==> src/rtl/d_mem_lsu_pkg.sv <==
// -----------------------------------------------------------------------------
// d_mem_lsu_pkg
// Shared definitions for the load/store unit:
//   - funct3 access-size codes (SZ_B/H/W/BU/HU)
//   - FSM state encoding (IDLE/XFER/DONE)
//   - byte_count(): number of byte transfers for a size code
//   - access_illegal(): start-time rejection of bad requests
// -----------------------------------------------------------------------------
package d_mem_lsu_pkg;

    localparam logic [2:0] SZ_B  = 3'b000;
    localparam logic [2:0] SZ_H  = 3'b001;
    localparam logic [2:0] SZ_W  = 3'b010;
    localparam logic [2:0] SZ_BU = 3'b100;
    localparam logic [2:0] SZ_HU = 3'b101;

    typedef enum logic [1:0] {
        ST_IDLE = 2'd0,
        ST_XFER = 2'd1,
        ST_DONE = 2'd2
    } lsu_state_e;

    // The low two funct3 bits encode width; bit 2 only selects zero-extension.
    function automatic logic [2:0] byte_count(input logic [2:0] size);
        logic [2:0] n;
        case (size[1:0])
            2'b00:   n = 3'd1;
            2'b01:   n = 3'd2;
            default: n = 3'd4;
        endcase
        return n;
    endfunction

    // Conflicting enables, reserved size codes, unsigned stores and
    // misaligned halfword/word accesses are rejected before touching the bus.
    function automatic logic access_illegal(input logic       rd,
                                            input logic       wr,
                                            input logic [2:0] size,
                                            input logic [1:0] addr_lo);
        logic bad;
        bad = 1'b0;
        if (rd && wr)
            bad = 1'b1;
        if ((size == 3'b011) || (size == 3'b110) || (size == 3'b111))
            bad = 1'b1;
        if (wr && size[2])
            bad = 1'b1;
        if ((size[1:0] == 2'b01) && addr_lo[0])
            bad = 1'b1;
        if ((size[1:0] == 2'b10) && (addr_lo != 2'b00))
            bad = 1'b1;
        return bad;
    endfunction

endpackage

==> src/rtl/d_mem_lsu_ld_extend.sv <==
// -----------------------------------------------------------------------------
// ld_extend
// Combinational load-result formatter: takes the little-endian word assembled
// from the byte bus and the funct3 size, returns the sign- or zero-extended
// value written back to the register file.
// Ports:
//   word_i    assembled load word (byte 0 in the low bits)
//   size_i    funct3 size code
//   result_o  extended load result
// -----------------------------------------------------------------------------
module ld_extend
    import d_mem_lsu_pkg::*;
#(
    parameter int DATA_WIDTH = 32,
    parameter int BYTE_WIDTH = 8
) (
    input  logic [DATA_WIDTH-1:0] word_i,
    input  logic [2:0]            size_i,
    output logic [DATA_WIDTH-1:0] result_o
);

    localparam int HALF_WIDTH = 2 * BYTE_WIDTH;

    always_comb begin
        result_o = word_i;
        case (size_i)
            SZ_B:  result_o = {{(DATA_WIDTH-BYTE_WIDTH){word_i[BYTE_WIDTH-1]}},
                              word_i[BYTE_WIDTH-1:0]};
            SZ_H:  result_o = {{(DATA_WIDTH-HALF_WIDTH){word_i[HALF_WIDTH-1]}},
                              word_i[HALF_WIDTH-1:0]};
            SZ_BU: result_o = {{(DATA_WIDTH-BYTE_WIDTH){1'b0}}, word_i[BYTE_WIDTH-1:0]};
            SZ_HU: result_o = {{(DATA_WIDTH-HALF_WIDTH){1'b0}}, word_i[HALF_WIDTH-1:0]};
            default: result_o = word_i;
        endcase
    end

endmodule

==> src/rtl/d_mem_lsu.sv <==
// -----------------------------------------------------------------------------
// d_mem_lsu
// Load/store unit between the single-cycle core's data-memory controls and a
// byte-wide req/ack memory bus. Each LB/LH/LW/LBU/LHU/SB/SH/SW is split into
// 1/2/4 little-endian byte transfers; busy stalls the core until completion.
// Ports:
//   clk_t, rst_t          clock (rising edge), async active-high reset
//   d_mem_rd_en_t/wr_en_t load / store request from control
//   d_mem_size_t          funct3 size code
//   d_mem_addr_t          byte address
//   d_mem_wr_data_t       store data
//   d_mem_rd_data_t       extended load result, held until next good load
//   d_mem_busy_t          combinational stall to the core
//   d_mem_done_t          one-cycle completion pulse
//   d_mem_err_t           with done: misaligned/illegal/timeout
//   mem_req_t/we_t        byte bus request / write strobe
//   mem_addr_t/wdata_t    byte bus address / write byte
//   mem_rdata_t/ack_t     byte bus read data / acknowledge
// -----------------------------------------------------------------------------
module d_mem_lsu
    import d_mem_lsu_pkg::*;
#(
    parameter int ADDR_WIDTH  = 32,
    parameter int DATA_WIDTH  = 32,
    parameter int BYTE_WIDTH  = 8,
    parameter int ACK_TIMEOUT = 255
) (
    input  logic                  clk_t,
    input  logic                  rst_t,
    input  logic                  d_mem_rd_en_t,
    input  logic                  d_mem_wr_en_t,
    input  logic [2:0]            d_mem_size_t,
    input  logic [ADDR_WIDTH-1:0] d_mem_addr_t,
    input  logic [DATA_WIDTH-1:0] d_mem_wr_data_t,
    output logic [DATA_WIDTH-1:0] d_mem_rd_data_t,
    output logic                  d_mem_busy_t,
    output logic                  d_mem_done_t,
    output logic                  d_mem_err_t,
    output logic                  mem_req_t,
    output logic                  mem_we_t,
    output logic [ADDR_WIDTH-1:0] mem_addr_t,
    output logic [BYTE_WIDTH-1:0] mem_wdata_t,
    input  logic [BYTE_WIDTH-1:0] mem_rdata_t,
    input  logic                  mem_ack_t
);

    localparam int TMO_WIDTH = $clog2(ACK_TIMEOUT + 1);

    lsu_state_e            state_q,   state_d;
    logic [ADDR_WIDTH-1:0] base_q,    base_d;
    logic [DATA_WIDTH-1:0] wdata_q,   wdata_d;
    logic [2:0]            size_q,    size_d;
    logic                  dir_q,     dir_d;
    logic [1:0]            last_q,    last_d;
    logic [1:0]            idx_q,     idx_d;
    logic [TMO_WIDTH-1:0]  tmo_q,     tmo_d;
    logic [DATA_WIDTH-1:0] asm_q,     asm_d;
    logic [DATA_WIDTH-1:0] rd_data_q, rd_data_d;
    logic                  err_q,     err_d;

    logic [TMO_WIDTH-1:0]  tmo_inc;
    logic [DATA_WIDTH-1:0] asm_merged;
    logic [DATA_WIDTH-1:0] ld_result;

    // The byte arriving this cycle is merged ahead of the register so the
    // final byte can be extended and written to rd_data on the same edge.
    always_comb begin
        asm_merged = asm_q;
        asm_merged[idx_q*BYTE_WIDTH +: BYTE_WIDTH] = mem_rdata_t;
    end

    ld_extend #(
        .DATA_WIDTH (DATA_WIDTH),
        .BYTE_WIDTH (BYTE_WIDTH)
    ) u_ld_extend (
        .word_i   (asm_merged),
        .size_i   (size_q),
        .result_o (ld_result)
    );

    assign tmo_inc = tmo_q + TMO_WIDTH'(1);

    // Next-state and output logic. Bus outputs are zero outside XFER so a
    // reset mid-transfer drops the request as soon as the state clears.
    always_comb begin
        state_d      = state_q;
        base_d       = base_q;
        wdata_d      = wdata_q;
        size_d       = size_q;
        dir_d        = dir_q;
        last_d       = last_q;
        idx_d        = idx_q;
        tmo_d        = tmo_q;
        asm_d        = asm_q;
        rd_data_d    = rd_data_q;
        err_d        = err_q;
        d_mem_busy_t = 1'b0;
        d_mem_done_t = 1'b0;
        d_mem_err_t  = 1'b0;
        mem_req_t    = 1'b0;
        mem_we_t     = 1'b0;
        mem_addr_t   = '0;
        mem_wdata_t  = '0;

        case (state_q)
            ST_IDLE: begin
                if (d_mem_rd_en_t || d_mem_wr_en_t) begin
                    d_mem_busy_t = 1'b1;
                    base_d       = d_mem_addr_t;
                    wdata_d      = d_mem_wr_data_t;
                    size_d       = d_mem_size_t;
                    dir_d        = d_mem_wr_en_t;
                    last_d       = 2'(byte_count(d_mem_size_t) - 3'd1);
                    idx_d        = 2'd0;
                    tmo_d        = '0;
                    asm_d        = '0;
                    if (access_illegal(d_mem_rd_en_t, d_mem_wr_en_t,
                                       d_mem_size_t, d_mem_addr_t[1:0])) begin
                        err_d   = 1'b1;
                        state_d = ST_DONE;
                    end else begin
                        err_d   = 1'b0;
                        state_d = ST_XFER;
                    end
                end
            end

            ST_XFER: begin
                d_mem_busy_t = 1'b1;
                mem_req_t    = 1'b1;
                mem_we_t     = dir_q;
                mem_addr_t   = base_q + ADDR_WIDTH'(idx_q);
                mem_wdata_t  = wdata_q[idx_q*BYTE_WIDTH +: BYTE_WIDTH];
                if (mem_ack_t) begin
                    asm_d = asm_merged;
                    tmo_d = '0;
                    if (idx_q == last_q) begin
                        state_d = ST_DONE;
                        err_d   = 1'b0;
                        if (!dir_q)
                            rd_data_d = ld_result;
                    end else begin
                        idx_d = idx_q + 2'd1;
                    end
                end else if (tmo_inc == TMO_WIDTH'(ACK_TIMEOUT)) begin
                    state_d = ST_DONE;
                    err_d   = 1'b1;
                end else begin
                    tmo_d = tmo_inc;
                end
            end

            ST_DONE: begin
                d_mem_done_t = 1'b1;
                d_mem_err_t  = err_q;
                state_d      = ST_IDLE;
            end

            default: begin
                state_d = ST_IDLE;
            end
        endcase
    end

    always_ff @(posedge clk_t or posedge rst_t) begin
        if (rst_t) begin
            state_q   <= ST_IDLE;
            base_q    <= '0;
            wdata_q   <= '0;
            size_q    <= '0;
            dir_q     <= 1'b0;
            last_q    <= '0;
            idx_q     <= '0;
            tmo_q     <= '0;
            asm_q     <= '0;
            rd_data_q <= '0;
            err_q     <= 1'b0;
        end else begin
            state_q   <= state_d;
            base_q    <= base_d;
            wdata_q   <= wdata_d;
            size_q    <= size_d;
            dir_q     <= dir_d;
            last_q    <= last_d;
            idx_q     <= idx_d;
            tmo_q     <= tmo_d;
            asm_q     <= asm_d;
            rd_data_q <= rd_data_d;
            err_q     <= err_d;
        end
    end

    assign d_mem_rd_data_t = rd_data_q;

endmodule

==> config.mk <==
export PLATFORM = sky130hd
export DESIGN_NAME = d_mem_lsu
export DESIGN_NICKNAME = d
export VERILOG_FILES = /design/src/rtl/d_mem_lsu_pkg.sv /design/src/rtl/d_mem_lsu_ld_extend.sv /design/src/rtl/d_mem_lsu.sv
export SDC_FILE = /design/constraint.sdc
export NUM_CORES = 1
export LEC_CHECK = 0
export BUFFER_PORTS_ARGS = -buffer_cell sky130_fd_sc_hd__buf_2
export CAP_MARGIN = 0
export CORE_ASPECT_RATIO = 1.2
export CORE_MARGIN = 5
export CORE_UTILIZATION = 60
export CTS_CLUSTER_DIAMETER = 100
export DETAILED_ROUTE_END_ITERATION = 10
export GPL_ROUTABILITY_DRIVEN = 0
export GPL_TIMING_DRIVEN = 0
export MAX_ROUTING_LAYER = met4
export PLACE_DENSITY_LB_ADDON = 0.05
export RECOVER_POWER = 50
export SKIP_CTS_REPAIR_TIMING = 1
export SLEW_MARGIN = 20
export SYNTH_ARGS = -nofsm -noshare
export SYNTH_HDL_FRONTEND = slang
export SYNTH_HIERARCHICAL = 1
export SYNTH_SLANG_ARGS = --single-unit
export TNS_END_PERCENT = 100
==> constraint.sdc <==
create_clock -name clk_t -period 11.6 [get_ports clk_t]
set_clock_uncertainty 0.15 [all_clocks]
set_input_delay 1.16 -clock clk_t [delete_from_list [all_inputs] [get_ports clk_t]]
set_output_delay 1.16 -clock clk_t [all_outputs]
set_load 0.005 [all_outputs]
==> results.cfg <==
[status]
status = finished with violations
violations = capacitance limit, slew limit

[yosys]
syn_area_mm2 = 0.007736
synth.avg_cell_area_um2 = 8.964
synthCells = 863
yosys_warnings = 6
ys_types = 55
synth-main-ff-cell = dfrtp_1
yosysSeqAreaShare = 0.4755
ys_ff_latch = 147
synthArstFlopShare = 1.000
syn-num-nets = 953
synth_edf_count = 0

[finish]
nets = 1129
layout_commonest_cell = nand2_1
final_cell_mix = 282 x nand2_1, 147 x dfrtp_1, 146 x buf_2, 73 x o21ai_0, 51 x clkbuf_1
fillCellCount = 992
drive_above_1_share = 0.2341
syn2layout_area_growth_pct = 20.80

[worst_hold_path]
hold_class = flip-flop to flip-flop

[global_route]
grt_overflow = 0
antenna_found_initial = 1
grt_pass1_wl_mm = 32.42
grt.total_usage = 0.2742
grt_max_degree = 85
grt_pass1_vias = 6762

[sta]
setup-tns-final_ns = 0
final-max-slew-violation-count = 64
post-route-period-util = 0.3797
worstMarginPinSlew_ns = 2.891
finalHoldViolations = 0
clock.fmax_mhz = 227.0
rsz0062_at_grt = false
maxSlewHeadroom = -0.9376
setup_viol = 0
fin_crit_ns = 4.405

[critical_path]
crit_arrival_ns = 3.09
worstSetupEndpointType = output port
critical_path_class = flip-flop to output port
cpPeakStageDelay_ns = 0.68
crit_chain = ha_1 > fa_1 > nand4_1 > nor3_2 > nand3_1 > or3_1 > a21oi_1 > buf_2
crit_buf_inv = 1
crit_family = simple AND/OR/NAND/NOR gates
critPathRequiredTime_ns = 10.29
start_kind = flip-flop
crit_fanout = 10
crit_slowest_cell = nor3_2

[routing]
wire_per_inst_um = 16.54
antenna_left = 0
drt-met1-wl_mm = 8.249
dr.first_iter.drc_count = 417
vias = 6857
firstDrtPassIters = 5
wl_met3_mm = 1.220
top_layer = met4
routed_wl_mm = 20.11
dr_wl_met2_mm = 10.14
via_per_inst = 5.639
drc = 0

[floorplan]
design.core.area_mm2 = 0.01267
rows = 45
die_y_um = 134.4
dieArea_mm2 = 0.01527
die_x_um = 113.7
pin_count = 157
initial_core_util = 0.6107

[clock_tree]
clkTransAtPathRegs_ns = 0.06
cts_tree = built
h-tree-depth = 4
cts_buffer_depth = 2
cts.sinks = 147
clk_latency_ns = 0.42
cts-root-buf = clkbuf_16
cts_inserted_buffers = 17

[run]
cap_violations = 1

[place]
portBuffers = 156
dp_hpwl_mm = 13.97

[power_and_ir_drop]
irDropWorstVdd_v = 0.0001138
power_leakage_uw = 0.004601
total_power_uw = 2222
p_per_area_mw_per_mm2 = 237.8
## path summary, 6_finish.rpt
check,from,end,slack [ns],depth (start not counted)
hold / removal,wdata_q[11]$_DFFE_PP0P_,wdata_q[11]$_DFFE_PP0P_,0.33,2
setup reg to reg,idx_q[1]$_DFFE_PP0P_,d_mem_rd_data_t[29]$_DFFE_PP0P_,7.72,11
hold reg to reg,wdata_q[11]$_DFFE_PP0P_,wdata_q[11]$_DFFE_PP0P_,0.33,2
max in group asynchronous,rst_t,d_mem_rd_data_t[4]$_DFFE_PP0P_,8.59,2
min in group asynchronous,rst_t,tmo_q[6]$_DFFE_PP0P_,1.42,2
setup / recovery,idx_q[0]$_DFFE_PP0P_,mem_addr_t[28],7.20,8
## registers in the layout (all words and copies together) (netlist names)
| register | count |
|---|---|
| wdata_q | 32 |
| last_q | 2 |
| err_q | 1 |
| state_q | 2 |
| dir_q | 1 |
| d_mem_rd_data_t | 32 |
| idx_q | 2 |
| base_q | 32 |
| tmo_q | 8 |
| asm_q | 32 |
| size_q | 3 |
## cell usage after synthesis (2+ instances only)
library cell    n  area share
nor3_1          5      0.0032
a32o_1         32       0.041
dfrtp_1       147        0.48
a31oi_1         2      0.0016
and4_1          6      0.0068
nor2_1         36       0.017
nand2b_1        6      0.0049
buf_4          12       0.012
inv_1          41       0.020
buf_6           2      0.0029
o221ai_1        2      0.0023
a21oi_1        11      0.0071
nor4b_2         2      0.0039
o21ai_0        73       0.047
buf_1           2     0.00097
nand2_1       282        0.14
mux4_2          8       0.023
and3_1          5      0.0040
nand3_1        13      0.0084
mux2_2         32       0.047
nand4_1        11      0.0089
nand3b_1        2      0.0019
o31ai_1         2      0.0019
a21o_1          2      0.0019
ha_1            9       0.015
xor2_1         24       0.027
buf_2           3      0.0019
or3_1           6      0.0049
nor2b_1         2      0.0016
a22o_1          2      0.0023
o211ai_1        2      0.0019
o21ai_1         2      0.0013
clkbuf_1       37       0.018
and2_1         15       0.012
xnor2_1         5      0.0057
## stage by stage
step                      hold slack (ns)  worst slack, ns  cell area, µm²  instances  utilization
after floorplan                    0.2903            6.339            7736        863            -
after global placement             0.3038            4.613            8722       1183       0.6885
after detailed placement           0.3100            7.702            8757       1184       0.6913
after CTS                          0.3252            7.220            9365       1215       0.7393
after global routing               0.3410            7.031            9345       1216       0.7377
final                              0.3253            7.195            9345       1216       0.7377
## cell families (layout without fill, tap and decap cells)
family	Yosys count	in the layout	synth area share
DFF	147	147	0.4755
xor gates and xnor gates	29	29	0.03283
muxes	41	41	0.07165
buffers and inverters	99	287	0.05644
adders and majority gates	10	10	0.01714
and+or+nand+nor	402	402	0.2321
other	0	1	0
AOI/OAI and AO/OA	135	135	0.1143
## tightest hold or removal path: cells and delay by family, from the launching register on
family,cells,cell delay (ns)
flops,1,0.34
simple gates,2,0.10
## layout make-up
cell class / count / area (µm²) / area share
multi-input cells: 617 / 3621 / 0.3875
inverters: 42 / 158.9 / 0.01700
plain buffers: 57 / 279.0 / 0.02986
clock buffers: 20 / 456.7 / 0.04887
diodes: 1 / 2.502 / 0.0002678
well taps: 164 / 205.2 / 0.02196
flip-flops and latches: 147 / 3679 / 0.3936
clock inverters: 11 / 151.4 / 0.01620
repair buffers: 157 / 792.0 / 0.08475
## per-layer routing
metal	track usage	vias to the layer above
met5	-	-
met1	0.3334	3332
met2	0.4502	218
li1	-	3257
met4	0.1082	0
met3	0.05415	50
## power by group
part,switching (µW),leakage [µW],internal (µW)
Clock,216,0.000297,350
Combinational,495,0.00239,334
Sequential,141,0.00192,687
Power figures use the tool's default switching activity.
